File: config.mk
export PLATFORM = sky130hd
export DESIGN_NAME = tdm_slot_scheduler_flat
export DESIGN_NICKNAME = d
export VERILOG_FILES = /design/src/rtl/tdm_slot_scheduler_pkg.sv /design/src/rtl/tdm_slot_scheduler_if.sv /design/src/rtl/tdm_slot_scheduler_mod_n_counter.sv /design/src/rtl/tdm_slot_scheduler.sv /design/src/flat_wrapper.sv
export SDC_FILE = /design/constraint.sdc
export NUM_CORES = 1
export LEC_CHECK = 0
export BUFFER_PORTS_ARGS = -buffer_cell sky130_fd_sc_hd__buf_2
export CAP_MARGIN = 20
export CORE_UTILIZATION = 49
export CTS_BUF_LIST = sky130_fd_sc_hd__clkbuf_8 sky130_fd_sc_hd__clkbuf_16
export DETAILED_ROUTE_END_ITERATION = 10
export GPL_TIMING_DRIVEN = 0
export PLACE_DENSITY = 0.76
export SYNTH_ARGS = -nofsm -noshare
export SYNTH_HDL_FRONTEND = slang
export SYNTH_SLANG_ARGS = --single-unit
File: constraint.sdc
create_clock -name clk -period 2.14 [get_ports clk]
set_clock_uncertainty 0.05 [all_clocks]
set_input_delay 0.321 -clock clk [delete_from_list [all_inputs] [get_ports clk]]
set_output_delay 0.321 -clock clk [all_outputs]
set_load 0.02 [all_outputs]
File: src/rtl/tdm_slot_scheduler_pkg.sv
// tdm_sched_pkg: shared definitions for the TDM slot scheduler.
//   state_e      - scheduler FSM states (IDLE, ARB, OWN, PAD)
//   MIN_SLOT_LEN - smallest legal slot length (arbitration cycle + one grant cycle)
//   cnt_width()  - counter width for a modulus-n count, never below 1 bit
package tdm_sched_pkg;

    localparam int MIN_SLOT_LEN = 2;

    typedef enum logic [1:0] {
        ST_IDLE = 2'd0,
        ST_ARB  = 2'd1,
        ST_OWN  = 2'd2,
        ST_PAD  = 2'd3
    } state_e;

    function automatic int cnt_width(input int n);
        return (n <= 2) ? 1 : $clog2(n);
    endfunction

endpackage

File: src/rtl/tdm_slot_scheduler_if.sv
// tdm_slot_scheduler_if: requester-bank <-> scheduler signal bundle.
//   en, req, done          - from the requester bank (master drives)
//   gnt, slot, busy, wrap,
//   timeout                - from the scheduler (slave drives)
interface tdm_slot_scheduler_if #(
    parameter int N_REQ = 6
);
    import tdm_sched_pkg::*;

    localparam int SW = cnt_width(N_REQ);

    logic             en;
    logic [N_REQ-1:0] req;
    logic [N_REQ-1:0] done;
    logic [N_REQ-1:0] gnt;
    logic [SW-1:0]    slot;
    logic             busy;
    logic             wrap;
    logic             timeout;

    modport master (
        output en, req, done,
        input  gnt, slot, busy, wrap, timeout
    );

    modport slave (
        input  en, req, done,
        output gnt, slot, busy, wrap, timeout
    );

endinterface

File: src/rtl/tdm_slot_scheduler_mod_n_counter.sv
// mod_n_counter: counts 0..N-1 and wraps to 0.
//   clk, rst - clock, asynchronous active-high reset (count -> 0)
//   clr      - synchronous clear, wins over inc
//   inc      - advance by one (wraps after N-1)
//   cnt      - current count
//   at_max   - count is N-1; at_max & inc marks a wrap
module mod_n_counter
    import tdm_sched_pkg::*;
#(
    parameter int N = 4
) (
    input  logic                    clk,
    input  logic                    rst,
    input  logic                    clr,
    input  logic                    inc,
    output logic [cnt_width(N)-1:0] cnt,
    output logic                    at_max
);
    localparam int            W   = cnt_width(N);
    localparam logic [W-1:0]  MAX = W'(N - 1);

    logic [W-1:0] cnt_q, cnt_d;

    assign at_max = (cnt_q == MAX);
    assign cnt    = cnt_q;

    always_comb begin
        cnt_d = cnt_q;
        if (clr)
            cnt_d = '0;
        else if (inc)
            cnt_d = at_max ? '0 : cnt_q + 1'b1;
    end

    always_ff @(posedge clk or posedge rst) begin
        if (rst) cnt_q <= '0;
        else     cnt_q <= cnt_d;
    end

endmodule

File: src/rtl/tdm_slot_scheduler.sv
// tdm_slot_scheduler: time-division grant of one shared unit to N_REQ
// requesters. Slot k belongs to requester k; its owner is granted only if
// requesting in the slot's first (arbitration) cycle and keeps the grant
// until done[k] or slot expiry.
//   clk, rst - clock, asynchronous active-high reset
//   bus      - slave side of tdm_slot_scheduler_if (en/req/done in,
//              gnt/slot/busy/wrap/timeout out; all outputs registered
//              except busy, which decodes the state register)
// Build option: define SKIP_IDLE_EN for work-conserving mode (empty slots
// cost one cycle, done ends the slot immediately).
module tdm_slot_scheduler
    import tdm_sched_pkg::*;
#(
    parameter int N_REQ    = 6,
    parameter int SLOT_LEN = 4
) (
    input  logic                 clk,
    input  logic                 rst,
    tdm_slot_scheduler_if.slave  bus
);
    localparam int SW = cnt_width(N_REQ);
    localparam int TW = cnt_width(SLOT_LEN);

    if (SLOT_LEN < MIN_SLOT_LEN) begin : g_bad_slot_len
        $error("tdm_slot_scheduler: SLOT_LEN below minimum");
    end
    if (N_REQ < 2 || N_REQ > 16) begin : g_bad_n_req
        $error("tdm_slot_scheduler: N_REQ out of range 2..16");
    end

    state_e           state_q, state_d;
    logic [N_REQ-1:0] gnt_q, gnt_d;
    logic             wrap_q, wrap_d;
    logic             timeout_q, timeout_d;

    logic [SW-1:0]    slot;
    logic             slot_max;
    logic [TW-1:0]    tmr;
    logic             tmr_max, tmr_clr, tmr_inc;
    logic             slot_end;
    logic             req_cur, done_cur;

    // Only the current slot owner's request/done are ever looked at.
    assign req_cur  = bus.req[slot];
    assign done_cur = bus.done[slot];

    always_comb begin
        state_d   = state_q;
        gnt_d     = gnt_q;
        wrap_d    = 1'b0;
        timeout_d = 1'b0;
        slot_end  = 1'b0;
        tmr_clr   = 1'b0;
        case (state_q)
            ST_IDLE: begin
                if (bus.en) begin
                    state_d = ST_ARB;
                    tmr_clr = 1'b1;
                end
            end
            ST_ARB: begin
                if (req_cur) begin
                    state_d     = ST_OWN;
                    gnt_d       = '0;
                    gnt_d[slot] = 1'b1;
                end else begin
`ifdef SKIP_IDLE_EN
                    slot_end = 1'b1;
`else
                    state_d  = ST_PAD;
`endif
                end
            end
            ST_OWN: begin
                // done wins over a coincident expiry: no timeout pulse.
                if (done_cur) begin
                    gnt_d = '0;
`ifdef SKIP_IDLE_EN
                    slot_end = 1'b1;
`else
                    if (tmr_max) slot_end = 1'b1;
                    else         state_d  = ST_PAD;
`endif
                end else if (tmr_max) begin
                    gnt_d     = '0;
                    timeout_d = 1'b1;
                    slot_end  = 1'b1;
                end
            end
            ST_PAD: begin
                if (tmr_max) slot_end = 1'b1;
            end
            default: state_d = ST_IDLE;
        endcase

        // en is only consulted here, so dropping it mid-slot lets the slot finish.
        if (slot_end) begin
            state_d = bus.en ? ST_ARB : ST_IDLE;
            tmr_clr = 1'b1;
            wrap_d  = slot_max;
        end
    end

    assign tmr_inc = (state_q != ST_IDLE) && !tmr_clr;

    mod_n_counter #(.N(N_REQ)) u_slot_cnt (
        .clk    (clk),
        .rst    (rst),
        .clr    (1'b0),
        .inc    (slot_end),
        .cnt    (slot),
        .at_max (slot_max)
    );

    mod_n_counter #(.N(SLOT_LEN)) u_tmr_cnt (
        .clk    (clk),
        .rst    (rst),
        .clr    (tmr_clr),
        .inc    (tmr_inc),
        .cnt    (tmr),
        .at_max (tmr_max)
    );

    always_ff @(posedge clk or posedge rst) begin
        if (rst) begin
            state_q   <= ST_IDLE;
            gnt_q     <= '0;
            wrap_q    <= 1'b0;
            timeout_q <= 1'b0;
        end else begin
            state_q   <= state_d;
            gnt_q     <= gnt_d;
            wrap_q    <= wrap_d;
            timeout_q <= timeout_d;
        end
    end

    assign bus.gnt     = gnt_q;
    assign bus.slot    = slot;
    assign bus.busy    = (state_q != ST_IDLE);
    assign bus.wrap    = wrap_q;
    assign bus.timeout = timeout_q;

endmodule

File: src/flat_wrapper.sv
// flat-port wrapper written by rule: the top's interface ports become plain ports
module tdm_slot_scheduler_flat import tdm_sched_pkg::*;
#(
    parameter int N_REQ    = 6,
    parameter int SLOT_LEN = 4
)
  (clk, rst, bus_en, bus_req, bus_done, bus_gnt, bus_slot, bus_busy, bus_wrap, bus_timeout);
  tdm_slot_scheduler_if #(.N_REQ(N_REQ)) bus_i ();
  input  logic clk;
  input  logic rst;
  input wire logic [$bits(bus_i.en)-1:0] bus_en;
  input wire logic [$bits(bus_i.req)-1:0] bus_req;
  input wire logic [$bits(bus_i.done)-1:0] bus_done;
  output wire logic [$bits(bus_i.gnt)-1:0] bus_gnt;
  output wire logic [$bits(bus_i.slot)-1:0] bus_slot;
  output wire logic [$bits(bus_i.busy)-1:0] bus_busy;
  output wire logic [$bits(bus_i.wrap)-1:0] bus_wrap;
  output wire logic [$bits(bus_i.timeout)-1:0] bus_timeout;
  assign bus_i.en = bus_en;
  assign bus_i.req = bus_req;
  assign bus_i.done = bus_done;
  assign bus_gnt = bus_i.gnt;
  assign bus_slot = bus_i.slot;
  assign bus_busy = bus_i.busy;
  assign bus_wrap = bus_i.wrap;
  assign bus_timeout = bus_i.timeout;
  tdm_slot_scheduler #(.N_REQ(N_REQ), .SLOT_LEN(SLOT_LEN)) u_core (.clk(clk), .rst(rst), .bus(bus_i));
endmodule
# Word-level counts from Yosys, hierarchy flattened
# Index checks and enable logic that the tools add are counted.
# op_classes
n_eq_ne,10
order_cmp,2
reduce_logical,11
muxes,29
addsub,2
# op_table
op,n
$mux W6,3
$mux W2,7
$mux W1,13
$pmux W6 S2,1
$ne A3 B2 Y1 const B,3
$bmux W1 S3,2
$eq A2 B2 Y1 const B,3
$pmux W2 S3,1
$reduce_bool A2 Y1,3
$lt A3 B4 Y1 const B,1
$reduce_and A4 Y1,1
$reduce_bool A4 Y1,1
$add A3 B1 Y3 const B,1
$demux W1 S3,1
$eq A3 B3 Y1 const B,1
$ge A3 B1 Y1 const B,1
$mux W3,1
$ne A3 B1 Y1 const B,1
$reduce_and A3 Y1,1
$add A2 B1 Y2 const B,1
$eq A2 B1 Y1 const B,1
$logic_and A1 B1 Y1,2
$logic_not A2 Y1,1
$ne A2 B1 Y1 const B,1
2 further kinds,2
# word_totals
inputBits,15
word_cells,60
output_inout_bits,12
ff_bits,15

# Longest topological paths before layout
# Gate-level depths: netlist of run 1.
# logic_depth
ltp_word,8
mapped_depth,7
depth_no_buf,6

# Modules after synthesis
# Synthesis of run 1 repeated with hierarchy kept, for this count alone.
# hier_totals
hier_cells,92
area_unflattened_um2,934.6
# modules_own_cells
mod,cells_per_inst,area_each_um2,seq_area_each_um2,instances
tdm_slot_scheduler,70,679.4,250.2,1
mod_n_counter at u_core.u_slot_cnt,13,151.4,75.1,1
mod_n_counter at u_core.u_tmr_cnt,9,103.8,50.0,1

# Worst setup path before layout of run 1
# Ideal clock, no wire load.
# synth_timing
path_kind,reg-to-reg
startpoint,"register u_core.u_slot_cnt.cnt_q[0], in the netlist u_core.u_slot_cnt.cnt[0]"
endpoint,"register u_core.gnt_q[0], in the netlist u_core.bus.gnt[0]"
t_required_ns,1.965
path_slack_ns,0.183
path_stages_with_launch,5
t_arrival_ns,1.783
setup_time_ns,0.125
period_less_slack_ns,1.957
path_buffers,0
cell_sequence,dfrtp_1 mux4_2 nor2b_4 o221ai_4 mux2_2
# synth_via
elab_chain_cells,6
word_cells_on_any_way,15
cone_classes,2 x order compare; 2 x eq/ne; 9 x mux; 2 x reduce/logical
# synth_rtl
element,line_no,text
"start, declared",tdm_slot_scheduler_mod_n_counter.sv:22,"logic [W-1:0] cnt_q, cnt_d;"
"start signal, assigned",tdm_slot_scheduler_mod_n_counter.sv:37,else cnt_q <= cnt_d;
$lt A3 B4 Y1 (implied by the code) or $ge A3 B1 Y1 (tied branches),tdm_slot_scheduler.sv:65,gnt_d[slot] = 1'b1;
$logic_and A1 B1 Y1 (implied by the code),tdm_slot_scheduler.sv:65,
$mux W1 (implied by the code),tdm_slot_scheduler.sv:65,
$demux W1 S3,-,
$mux W6,tdm_slot_scheduler.sv:62,if (req_cur) begin
$pmux W6 S2,tdm_slot_scheduler.sv:54,case (state_q)
"end signal, assigned",tdm_slot_scheduler.sv:132,gnt_q <= gnt_d;
"end, declared",tdm_slot_scheduler.sv:32,"logic [N_REQ-1:0] gnt_q, gnt_d;"
# Parallel ways exist; a longest one is shown, timed or not. The select of a mux whose other input is x is not followed.
# A chain may end at the register's enable or synchronous reset.

# Final worst setup path of run 1
# layout_timing
startpoint,register u_core.state_q[0]
endpoint,register u_core.state_q[0]
# layout_via
elab_chain_cells,5
word_cells_on_any_way,13
cone_classes,6 x eq/ne; 3 x mux; 4 x reduce/logical
# layout_rtl
element,line_no,text
"start, declared",tdm_slot_scheduler.sv:31,"state_e state_q, state_d;"
"start signal, assigned",tdm_slot_scheduler.sv:131,state_q <= state_d;
$eq A2 B2 Y1,tdm_slot_scheduler.sv:54,
$reduce_or A2 Y1 (no line),-,
$mux W1,-,
$ne A3 B1 Y1 (no line) (tied with other cells),-,
$reduce_and A4 Y1 (no line),-,
# Parallel ways exist; a longest one is shown, timed or not.

==> qor.txt, run 1 <==
status: finished clean
Syn Std Cell Area: 902 um2
final WL: 1.92 mm
ant diodes: 0
dominant cells by area after synthesis: dfrtp_1, mux2_2, ha_1
Pre-antenna DRT Iters: 4
cell accounting for the most synthesized area: dfrtp_1
Worst-path clk slew: 0.06 ns
Hold Crit Class: in2async
DIE AREA: 0.00202 mm2
Sw Ratio: 43.5%
ys flop type: dfrtp_1
gpl congestion: 0.741
antenna violations before repair: 0
crit end category: register
via count: 737
Port Buf Inserts: 26
Yosys cell types: 30
Post-synth EDFFs: 0
clk buf depth: 2
syn nets: 104
post-route setup TNS: 0 ns
placed insts: 135
max-slew violation count: 0
Ys Warns: 0
TritonCTS buffer count: 3
fraction of registers with async set/reset: 100%
Max Cap Viol: 0
die height: 44.9 um
Net Sw Power: 0.800 mW
DR DRC count: 0
DP HPWL: 1.42 mm
FF+latch count, synth: 15
slack of the worst reg-to-reg path: 0.18 ns
Final Cell Area: 0.00111 mm2
Post-Layout Cell Count: 138
multi-input logic area: 495 um2
crit share post-route: 91.6%
mean post-synth cell area: 10.7 um2
Power Density: 1660 mW/mm2
ANT nets after route: 0
Slew @ Worst Pin: 0.582 ns
H-tree levels: 1
Synth Instances: 84
total grt overflow: 0
Critical Path RT: 2.23 ns
largest net degree at the start of global routing: 16
Final Hold Viols: 0
register area: 375 um2
core footprint: 0.00173 mm2
hold_buf cts: 0
Worst Setup Slack, final: 0.180 ns
setup violators final: 0
Leak: 0.556 nW
FMAX: 510 MHz
first-pass GRT wire length: 2.88 mm
dpl ws: -0.0723 ns
vias per cell: 5.34
WS Path Type: reg2reg
clk_lat worst skew: 0.25 ns
PnR Total Power: 1.84 mW
Filler Cell Count: 159
nature of the critical path startpoint: register
initial DRC count: 22
Clock Sinks: 15
Clk pwr share: 12.3%
post-synthesis sequential area ratio: 41.6%
synthesis-to-finish area growth: 22.7%
# rows: 15
crit-path max FO: 9
GRT Total Usage: 20.5%
share of layout cells above drive strength 1: 39.8%
top cell type's share of synthesized area: 41.6%
Gate power share: 60.5%
Max-slew headroom: 61.2%
P_int: 1.04 mW
sequential share of power: 27.2%
Die W: 44.9 um
Crit path arrival time: 2.05 ns
routed len/inst: 13.9 um
Clock Root Buffer: clkbuf_8
RSZ-0062 raised after global routing: false
Layout Nets: 134
TritonCTS clock tree: yes
io pins: 27
shortest period the worst path allows: 1.96 ns
worst vdd ir: 0.856 mV
Initial Utilization: 52.2%
Placed Instance Area: 0.00106 mm2
fin util: 64.1%
Hold Slack: 0.0743 ns
vias in the first global route: 662
## placed cells by master, fill, tap and decap left out, drive strengths merged
| cell type | Yosys | final |
|---|---|---|
| nor2b | 4 | 4 |
| or2 | 2 | 2 |
| inv | 5 | 6 |
| mux2i | 4 | 4 |
| a32oi | 1 | 1 |
| nand3 | 1 | 1 |
| nor2 | 7 | 7 |
| nand2 | 5 | 5 |
| buf | 1 | 27 |
| and2 | 1 | 1 |
| a22oi | 1 | 1 |
| mux2 | 7 | 7 |
| dfrtp | 15 | 15 |
| o221ai | 1 | 1 |
| and4b | 1 | 1 |
| o211ai | 1 | 1 |
| o21ai | 8 | 8 |
| a211oi | 1 | 1 |
| o21a | 1 | 1 |
| xnor2 | 1 | 1 |
| o31ai | 1 | 1 |
| clkbuf | 1 | 3 |
| nor3 | 3 | 3 |
| o2bb2ai | 1 | 1 |
| nand2b | 3 | 3 |
| ha | 5 | 5 |
| o22ai | 1 | 1 |
| mux4 | 1 | 1 |
## flip-flops by register name (all words and copies together) (netlist names)
name / cells
u_core.u_tmr_cnt.cnt: 2
u_core.bus.gnt: 6
u_core.state_q: 2
u_core.u_slot_cnt.cnt: 3
u_core.bus.wrap: 1
u_core.bus.timeout: 1
## power by group through the flow
stage | sequential (mW) | combinational (mW) | clock (mW)
detailed placement | 0.503 | 1.10 | 0
finish | 0.499 | 1.11 | 0.227
floorplan | 0.573 | 0.772 | 0
global placement | 0.494 | 1.06 | 0
global route | 0.515 | 1.21 | 0.242
CTS | 0.499 | 1.11 | 0.229
## area by class of cell
class                   instances  share of cell area [%]
inverters                       5                    1.69
well taps                      25                    2.82
clock inverters                 1                   0.339
clock buffers                   3                    3.73
repair buffers                 26                    11.8
plain buffers                   1                    1.02
multi-input cells              62                    44.7
flip-flops and latches         15                    33.9
## critical path: stages (launching register included)
cell	delay [ns]
dfrtp_1	0.43
inv_1	0.10
ha_2	0.28
nor2b_1	0.16
o21ai_1	0.14
o21ai_0	0.31
mux2_2	0.37
## logic make-up (layout without fill, tap and decap cells)
kind of cell | count (synthesis) | count (layout) | share of synthesized area [%]
AO/OA/AOI/OAI | 17 | 17 | 14.8
XOR/XNOR | 1 | 1 | 0.971
adder cells (fa/ha/maj) | 5 | 5 | 6.93
buffers and inverters | 7 | 36 | 3.74
flip-flops | 15 | 15 | 41.6
multiplexers | 12 | 12 | 15.7
AND/OR/NAND/NOR | 27 | 27 | 16.2
## timing repair
action                     in CTS  in global routing
hold endpoints to repair        0                  0
setup buffers                   0                  0
gates cloned                    0                  0
gates resized for setup         1                  1
setup endpoints to repair       1                  7
## worst paths after layout
check                                                          from                                  end  cells after the start
worst max register to register        u_core.state_q[0]$_DFFE_PP0P_        u_core.state_q[0]$_DFFE_PP0P_                      6
worst min register to register  u_core.u_tmr_cnt.cnt[0]$_DFFE_PP0P_  u_core.u_tmr_cnt.cnt[0]$_DFFE_PP0P_                      1
max in group asynchronous                                       rst        u_core.bus.gnt[0]$_DFFE_PP0P_                      2
worst min-delay path                                            rst  u_core.u_tmr_cnt.cnt[1]$_DFFE_PP0P_                      2
worst max-delay path                  u_core.state_q[0]$_DFFE_PP0P_        u_core.state_q[0]$_DFFE_PP0P_                      6
min in group clk                                             bus_en        u_core.state_q[1]$_DFFE_PP0P_                      3
## synthesized netlist by cell type, types with 2 or more instances
cell type / n
dfrtp_1: 15
ha_1: 5
inv_1: 5
mux2_2: 7
mux2i_1: 4
nand2_1: 5
nand2b_1: 3
nor2_1: 7
nor2b_1: 3
nor3_1: 3
o21ai_0: 7
or2_2: 2
## layer usage
| metal | global-route usage [%] | routed length [um] | part of all wire, % | up-vias |
|---|---|---|---|---|
| met4 | 7.27 | 23 | 1.2 | 0 |
| met3 | 3.60 | 105 | 5.5 | 5 |
| met5 | 0 | 0 | 0 | - |
| met1 | 26.8 | 904 | 47 | 349 |
| met2 | 34.1 | 886 | 46 | 27 |
| li1 | - | - | - | 356 |
(Power assumes the default switching activity.)
==> run 2, diff against run 1 <==
--- a/config.mk
+++ b/config.mk
@@ -11,7 +11,7 @@
 export CTS_BUF_LIST = sky130_fd_sc_hd__clkbuf_8 sky130_fd_sc_hd__clkbuf_16
 export DETAILED_ROUTE_END_ITERATION = 10
 export GPL_TIMING_DRIVEN = 0
-export PLACE_DENSITY = 0.76
+export PLACE_DENSITY = 0.77
 export SYNTH_ARGS = -nofsm -noshare
 export SYNTH_HDL_FRONTEND = slang
 export SYNTH_SLANG_ARGS = --single-unit
==> run 2 against run 1 <==
Total power down 1.0%. Largest cell class unchanged. Non-clock buffer count did not move. Combinational power hardly changed. Via count fell by 1.2%. Sequential share of layout area grew 0.077 points. Register-to-register slack lost 0.03 ns. Critical endpoint is now u_core.bus.gnt[3]$_DFFE_PP0P_.
==> qor.txt, run 2 (same netlist as run 1, synthesis figures left out) <==
via count: 728 (was 737)
# rows: 15 (unchanged)
initial DRC count: 25 (was 22)
routed len/inst: 13.3 um (was 13.9 um)
Gate power share: 60.2% (was 60.5%)
worst vdd ir: 0.867 mV (was 0.856 mV)
clk_lat worst skew: 0.25 ns (about the same)
FMAX: 504 MHz (was 510 MHz)
PostCTS Resize Cnt: 1 (unchanged)
ANT nets after route: 0 (unchanged)
status: finished clean (unchanged)
first-pass GRT wire length: 3.13 mm (was 2.88 mm)
Max Cap Viol: 0 (unchanged)
Worst path max stage delay: 0.43 ns (about the same)
Slew @ Worst Pin: 0.598 ns (was 0.582 ns)
final WL: 1.83 mm (was 1.92 mm)
top sig layer: met4 (unchanged)
Clk pwr share: 12.4% (was 12.3%)
most common cell after layout, fill and taps aside: buf_2 (unchanged)
Initial Utilization: 52.2% (unchanged)
P_int: 1.04 mW (about the same)
Worst path slowest cell: dfrtp_1 (unchanged)
total grt overflow: 0 (unchanged)
CP cell instances: inv_1, ha_1, nor2b_1, o21ai_1, o221ai_4, mux2_2 (was inv_1, ha_2, nor2b_1, o21ai_1, o21ai_0, mux2_2)
Die W: 44.9 um (unchanged)
met1 WL: 860 um (was 904 um)
Worst Setup Slack, final: 0.155 ns (was 0.180 ns)
Worst-path clk slew: 0.06 ns (about the same)
Port Buf Inserts: 26 (unchanged)
crit share post-route: 92.8% (was 91.6%)
vias per cell: 5.28 (was 5.34)
met3 wire length: 97 um (was 105 um)
setup violators final: 0 (unchanged)
TritonCTS buffer count: 3 (unchanged)
crit end category: register (unchanged)
nature of the critical path startpoint: register (unchanged)
Sw Ratio: 43.1% (was 43.5%)
core footprint: 0.00173 mm2 (unchanged)
hold_buf cts: 0 (unchanged)
Clock Sinks: 15 (unchanged)
DR DRC count: 0 (unchanged)
commonest non-fill, non-tap cells in the layout: buf_2, dfrtp_1, nor2_1, mux2_2, inv_1 (was buf_2, dfrtp_1, nor2_1, mux2_2)
PnR Total Power: 1.82 mW (was 1.84 mW)
Net Sw Power: 0.784 mW (was 0.800 mW)
Max-slew headroom: 60.1% (was 61.2%)
clk buf depth: 2 (unchanged)
TritonCTS clock tree: yes (unchanged)
shortest period the worst path allows: 1.99 ns (was 1.96 ns)
Layout Nets: 134 (unchanged)
Pre-antenna DRT Iters: 4 (unchanged)
antenna violations before repair: 0 (unchanged)
vias in the first global route: 718 (was 662)
io pins: 27 (unchanged)
Hold Crit Class: in2async (unchanged)
ant diodes: 0 (unchanged)
Leak: 0.558 nW (was 0.556 nW)
synthesis-to-finish area growth: 22.5% (was 22.7%)
fin util: 64.0% (was 64.1%)
Crit path arrival time: 2.07 ns (was 2.05 ns)
Clock Root Buffer: clkbuf_8 (unchanged)
met2 routed WL: 831 um (was 886 um)
WS Path Type: reg2reg (unchanged)
Filler Cell Count: 144 (was 159)
die height: 44.9 um (unchanged)
H-tree levels: 1 (unchanged)
crit-path max FO: 9 (unchanged)
Power Density: 1650 mW/mm2 (was 1660 mW/mm2)
dpl ws: -0.116 ns (was -0.0723 ns)
DIE AREA: 0.00202 mm2 (unchanged)
RSZ-0062 raised after global routing: false (unchanged)
sequential share of power: 27.3% (was 27.2%)
max-slew violation count: 0 (unchanged)
Post-CTS Setup Repair Bufs: 0 (unchanged)
max FFs per register: 6 (unchanged)
Final Hold Viols: 0 (unchanged)
gpl congestion: 0.748 (was 0.741)
share of layout cells above drive strength 1: 38.9% (was 39.8%)
largest net degree at the start of global routing: 16 (unchanged)
DP HPWL: 1.42 mm (about the same)
GRT Total Usage: 22.2% (was 20.5%)
Critical Path RT: 2.22 ns (was 2.23 ns)
-- run 2: cell counts in the layout (fill, tap and decap cells not counted) --
No cell type changed its count.
-- run 2: path summary, 6_finish.rpt --
kind	start	to	slack, ns	cells after the start
hold reg to reg	u_core.u_tmr_cnt.cnt[0]$_DFFE_PP0P_	u_core.u_tmr_cnt.cnt[0]$_DFFE_PP0P_	0.45	1
setup / recovery	u_core.state_q[0]$_DFFE_PP0P_	u_core.bus.gnt[3]$_DFFE_PP0P_	0.15	6
setup reg to reg	u_core.state_q[0]$_DFFE_PP0P_	u_core.bus.gnt[3]$_DFFE_PP0P_	0.15	6
max in group asynchronous	rst	u_core.u_slot_cnt.cnt[0]$_DFFE_PP0N_	1.57	2
hold / removal	rst	u_core.bus.timeout$_DFF_PP0_	0.08	2
min in group clk	bus_en	u_core.u_tmr_cnt.cnt[0]$_DFFE_PP0P_	0.37	4
-- run 2: power by group through the flow --
| stage | sequential, mW | clock [mW] | combinational [mW] |
|---|---|---|---|
| after floorplan | 0.573 | 0 | 0.772 |
| after detailed placement | 0.503 | 0 | 1.09 |
| after CTS | 0.498 | 0.228 | 1.10 |
| final | 0.497 | 0.226 | 1.10 |
| after global placement | 0.494 | 0 | 1.06 |
| after global routing | 0.514 | 0.238 | 1.21 |
-- run 2: critical path, delay by kind of cell (launching register included) --
kind | cells | cell delay [ns]
AO/OA/AOI/OAI | 2 | 0.42
adder cells (fa/ha/maj) | 1 | 0.33
buffers and inverters | 1 | 0.10
flip-flops | 1 | 0.43
multiplexers | 1 | 0.38
AND/OR/NAND/NOR | 1 | 0.17
-- run 2: through the flow --
step	hold WS [ns]	TNS (ns)	cell area [um2]	instances
3_5_place_dp	0.371	-0.116	1060	135
5_1_grt	0.139	0	1100	138
3_3_place_gp	0.352	-0.0101	1060	135
4_1_cts	0.0985	0	1110	139
2_1_floorplan	0.172	0	902	84
6_report	0.0791	0	1100	138
-- run 2: layout make-up --
| cell class | instances | area (um2) | area share, % |
|---|---|---|---|
| Multi-Input combinational cell | 62 | 493 | 44.6 |
| Tap cell | 25 | 31.3 | 2.83 |
| Sequential cell | 15 | 375 | 34.0 |
| Buffer | 1 | 11.3 | 1.02 |
| Clock buffer | 3 | 41.3 | 3.74 |
| Inverter | 5 | 18.8 | 1.70 |
| Timing Repair Buffer | 26 | 130 | 11.8 |
| Clock inverter | 1 | 3.75 | 0.340 |
-- run 2: per-layer routing --
metal	track usage [%]	vias up
li1	-	357
met1	29.1	341
met2	34.7	26
met3	3.60	4
met4	12.7	0
met5	0	-
==> run 3, diff against run 2 <==
--- a/config.mk
+++ b/config.mk
@@ -5,13 +5,14 @@
 export SDC_FILE = /design/constraint.sdc
 export NUM_CORES = 1
 export LEC_CHECK = 0
+export ABC_AREA = 1
 export BUFFER_PORTS_ARGS = -buffer_cell sky130_fd_sc_hd__buf_2
 export CAP_MARGIN = 20
-export CORE_UTILIZATION = 49
+export CORE_UTILIZATION = 50
 export CTS_BUF_LIST = sky130_fd_sc_hd__clkbuf_8 sky130_fd_sc_hd__clkbuf_16
 export DETAILED_ROUTE_END_ITERATION = 10
 export GPL_TIMING_DRIVEN = 0
-export PLACE_DENSITY = 0.77
+export PLACE_DENSITY = 0.78
 export SYNTH_ARGS = -nofsm -noshare
 export SYNTH_HDL_FRONTEND = slang
 export SYNTH_SLANG_ARGS = --single-unit
==> run 3 against run 2 <==
Hold slack worse by 0.015 ns. Critical endpoint is now u_core.state_q[0]$_DFFE_PP0P_. Sequential power down 3%. Critical path depth up 3. Sequential share of layout area down 2.5 points. Setup slack better by 0.14 ns. Maximum frequency up 7.5%. Synthesized cell count up 65%. Combinational power up 4%. Core utilization up 2.8 points.
==> qor.txt, run 3 <==
clk_lat worst skew: 0.25 ns (about the same)
Post-CTS Setup Repair Bufs: 0 (unchanged)
DIE AREA: 0.00215 mm2 (was 0.00202 mm2)
post-synthesis sequential area ratio: 38.2% (was 41.6%)
synth cell count leaders: nand2_1, inv_1, dfrtp_1, nand3_1, nor2_1 (was dfrtp_1, mux2_2, nor2_1, o21ai_0)
DR DRC count: 0 (unchanged)
vias in the first global route: 848 (was 718)
mux share of post-synthesis cell area: 0% (was 15.7%)
setup violators final: 0 (unchanged)
Initial Utilization: 55.2% (was 52.2%)
shortest period the worst path allows: 1.85 ns (was 1.99 ns)
Buf+Inv Stages, Crit Path: 2 (was 1)
Yosys cell types: 21 (was 30)
Layout Nets: 190 (was 134)
Worst path max stage delay: 0.40 ns (was 0.43 ns)
cell with the most instances after synthesis: nand2_1 (was dfrtp_1)
Filler Cell Count: 156 (was 144)
post-synthesis simple-gate area fraction: 38.5% (was 16.2%)
commonest non-fill, non-tap cells in the layout: nand2_1, buf_2, inv_1 (was buf_2, dfrtp_1, nor2_1, mux2_2, inv_1)
Power Density: 1560 mW/mm2 (was 1650 mW/mm2)
Worst-path clk slew: 0.06 ns (about the same)
TritonCTS clock tree: yes (unchanged)
TritonCTS buffer count: 3 (unchanged)
GRT Total Usage: 22.8% (was 22.2%)
Leak: 0.720 nW (was 0.558 nW)
H-tree levels: 1 (unchanged)
adder-cell area share of the yosys netlist: 6.36% (was 6.93%)
io pins: 27 (unchanged)
FF+latch count, synth: 15 (unchanged)
vias per cell: 4.87 (was 5.28)
RSZ-0062 raised after global routing: false (unchanged)
Syn Std Cell Area: 983 um2 (was 902 um2)
Crit path arrival time: 1.98 ns (was 2.07 ns)
max FFs per register: 6 (unchanged)
crit-path max FO: 7 (was 9)
dominant cells by area after synthesis: dfrtp_1, nand2_1, inv_1 (was dfrtp_1, mux2_2, ha_1)
clk buf depth: 2 (unchanged)
xor/xnor cell area share of the yosys netlist: 0.891% (was 0.971%)
Port Buf Inserts: 26 (unchanged)
worst vdd ir: 1.12 mV (was 0.867 mV)
DP HPWL: 1.60 mm (was 1.42 mm)
syn nets: 159 (was 104)
share of layout cells above drive strength 1: 25.4% (was 38.9%)
die height: 46.4 um (was 44.9 um)
routed len/inst: 10.5 um (was 13.3 um)
Slew @ Worst Pin: 0.564 ns (was 0.598 ns)
FMAX: 541 MHz (was 504 MHz)
first-pass GRT wire length: 3.43 mm (was 3.13 mm)
max-slew violation count: 0 (unchanged)
Clock Root Buffer: clkbuf_8 (unchanged)
Clock Sinks: 15 (unchanged)
Worst path slowest cell: dfrtp_1 (unchanged)
Pre-antenna DRT Iters: 4 (unchanged)
hold_buf cts: 0 (unchanged)
synthesis-to-finish area growth: 21.1% (was 22.5%)
Max-slew headroom: 62.3% (was 60.1%)
# rows: 15 (unchanged)
top cell type's share of synthesized area: 38.2% (was 41.6%)
Max Cap Viol: 0 (unchanged)
Final Hold Viols: 0 (unchanged)
crit share post-route: 86.3% (was 92.8%)
status: finished clean (unchanged)
Die W: 46.4 um (was 44.9 um)
crit end category: register (unchanged)
core footprint: 0.00178 mm2 (was 0.00173 mm2)
via count: 945 (was 728)
compound-cell area share of the yosys netlist: 4.96% (was 14.8%)
most common cell after layout, fill and taps aside: nand2_1 (was buf_2)
PostCTS Resize Cnt: 0 (was 1)
CP cell instances: inv_1, ha_1, o21ai_2, nand3_1, nand2_1, inv_2, nand2_2, nand2_1, o21ai_1 (was inv_1, ha_1, nor2b_1, o21ai_1, o221ai_4, mux2_2)
dpl ws: 0.320 ns (was -0.116 ns)
Synth Instances: 139 (was 84)
ant diodes: 0 (unchanged)
CP top delay family: simple AND/OR/NAND/NOR gates (was flip-flops)
PnR Total Power: 1.86 mW (was 1.82 mW)
gpl congestion: 0.879 (was 0.748)
initial DRC count: 25 (unchanged)
mean post-synth cell area: 7.08 um2 (was 10.7 um2)
Post-synth EDFFs: 0 (unchanged)
Hold Crit Class: in2async (unchanged)
Ys Warns: 0 (unchanged)
fraction of registers with async set/reset: 100% (unchanged)
final WL: 2.04 mm (was 1.83 mm)
cell accounting for the most synthesized area: dfrtp_1 (unchanged)
total grt overflow: 0 (unchanged)
antenna violations before repair: 0 (unchanged)
post-route setup TNS: 0 ns (unchanged)
largest family of logic cells by synthesized area: simple AND/OR/NAND/NOR gates (unchanged)
Worst Setup Slack, final: 0.293 ns (was 0.155 ns)
ANT nets after route: 0 (unchanged)
nature of the critical path startpoint: register (unchanged)
most numerous cell on the critical path: nand2_1
Critical Path RT: 2.27 ns (was 2.22 ns)
WS Path Type: reg2reg (unchanged)
largest net degree at the start of global routing: 16 (unchanged)
ys flop type: dfrtp_1 (unchanged)
[run 3: layout make-up]
type / instances / area, um2 / area share [%]
multi-input combinational: 96 / 499 / 41.9
sequential: 15 / 375 / 31.5
timing repair buffer: 26 / 130 / 10.9
inverter: 27 / 101 / 8.51
clock buffer: 3 / 41.3 / 3.47
tap: 25 / 31.3 / 2.63
buffer: 1 / 7.51 / 0.630
clock inverter: 1 / 5.00 / 0.420
[run 3: metal layers]
metal	vias to the layer above	track usage [%]	wire length [um]	part of all wire [%]
met2	26	40.8	1050	52
met5	-	0	0	0
met4	0	5.29	19	0.93
met1	429	25.8	865	42
li1	487	-	-	-
met3	3	7.06	102	5.0
[run 3: logic make-up (layout without fill, tap and decap cells)]
group           Yosys count  in the layout
xor+xnor                  1              1
compound gates            9              9
fa+ha+maj                 5              5
buf+inv                  28             58
flops                    15             15
simple gates             81             81
[run 3: power by group]
group | total [mW] | switching (mW) | internal [mW]
Combinational | 1.14 | 0.748 | 0.394
Clock | 0.233 | 0.103 | 0.129
Sequential | 0.481 | 0.0888 | 0.392
[run 3: worst paths after layout]
check,startpoint,end,slack (ns),cells past startpoint
worst max register to register,u_core.state_q[0]$_DFFE_PP0P_,u_core.state_q[0]$_DFFE_PP0P_,0.29,9
min in group clk,bus_done[3],u_core.bus.timeout$_DFF_PP0_,0.37,4
max in group asynchronous,rst,u_core.bus.gnt[3]$_DFFE_PP0P_,1.61,2
worst max-delay path,u_core.state_q[0]$_DFFE_PP0P_,u_core.state_q[0]$_DFFE_PP0P_,0.29,9
worst min register to register,u_core.bus.gnt[3]$_DFFE_PP0P_,u_core.bus.gnt[3]$_DFFE_PP0P_,0.42,2
worst min-delay path,rst,u_core.bus.gnt[5]$_DFFE_PP0P_,0.06,2
[run 3: per-stage QoR]
step	util, %	hold WS [ns]	std cells	instance area, um2
5_1_grt	66.8	0.101	194	1190
2_1_floorplan	-	0.172	139	983
3_3_place_gp	64.2	0.331	190	1140
3_5_place_dp	64.2	0.350	190	1140
4_1_cts	66.8	0.0773	194	1190
6_report	66.8	0.0638	194	1190
[run 3: worst register-to-register path, cell delays in order (launching register included)]
cell	delay, ns
dfrtp_1	0.40
inv_1	0.10
ha_1	0.31
o21ai_2	0.36
nand3_1	0.18
nand2_1	0.12
inv_2	0.04
nand2_2	0.09
nand2_1	0.05
o21ai_1	0.07
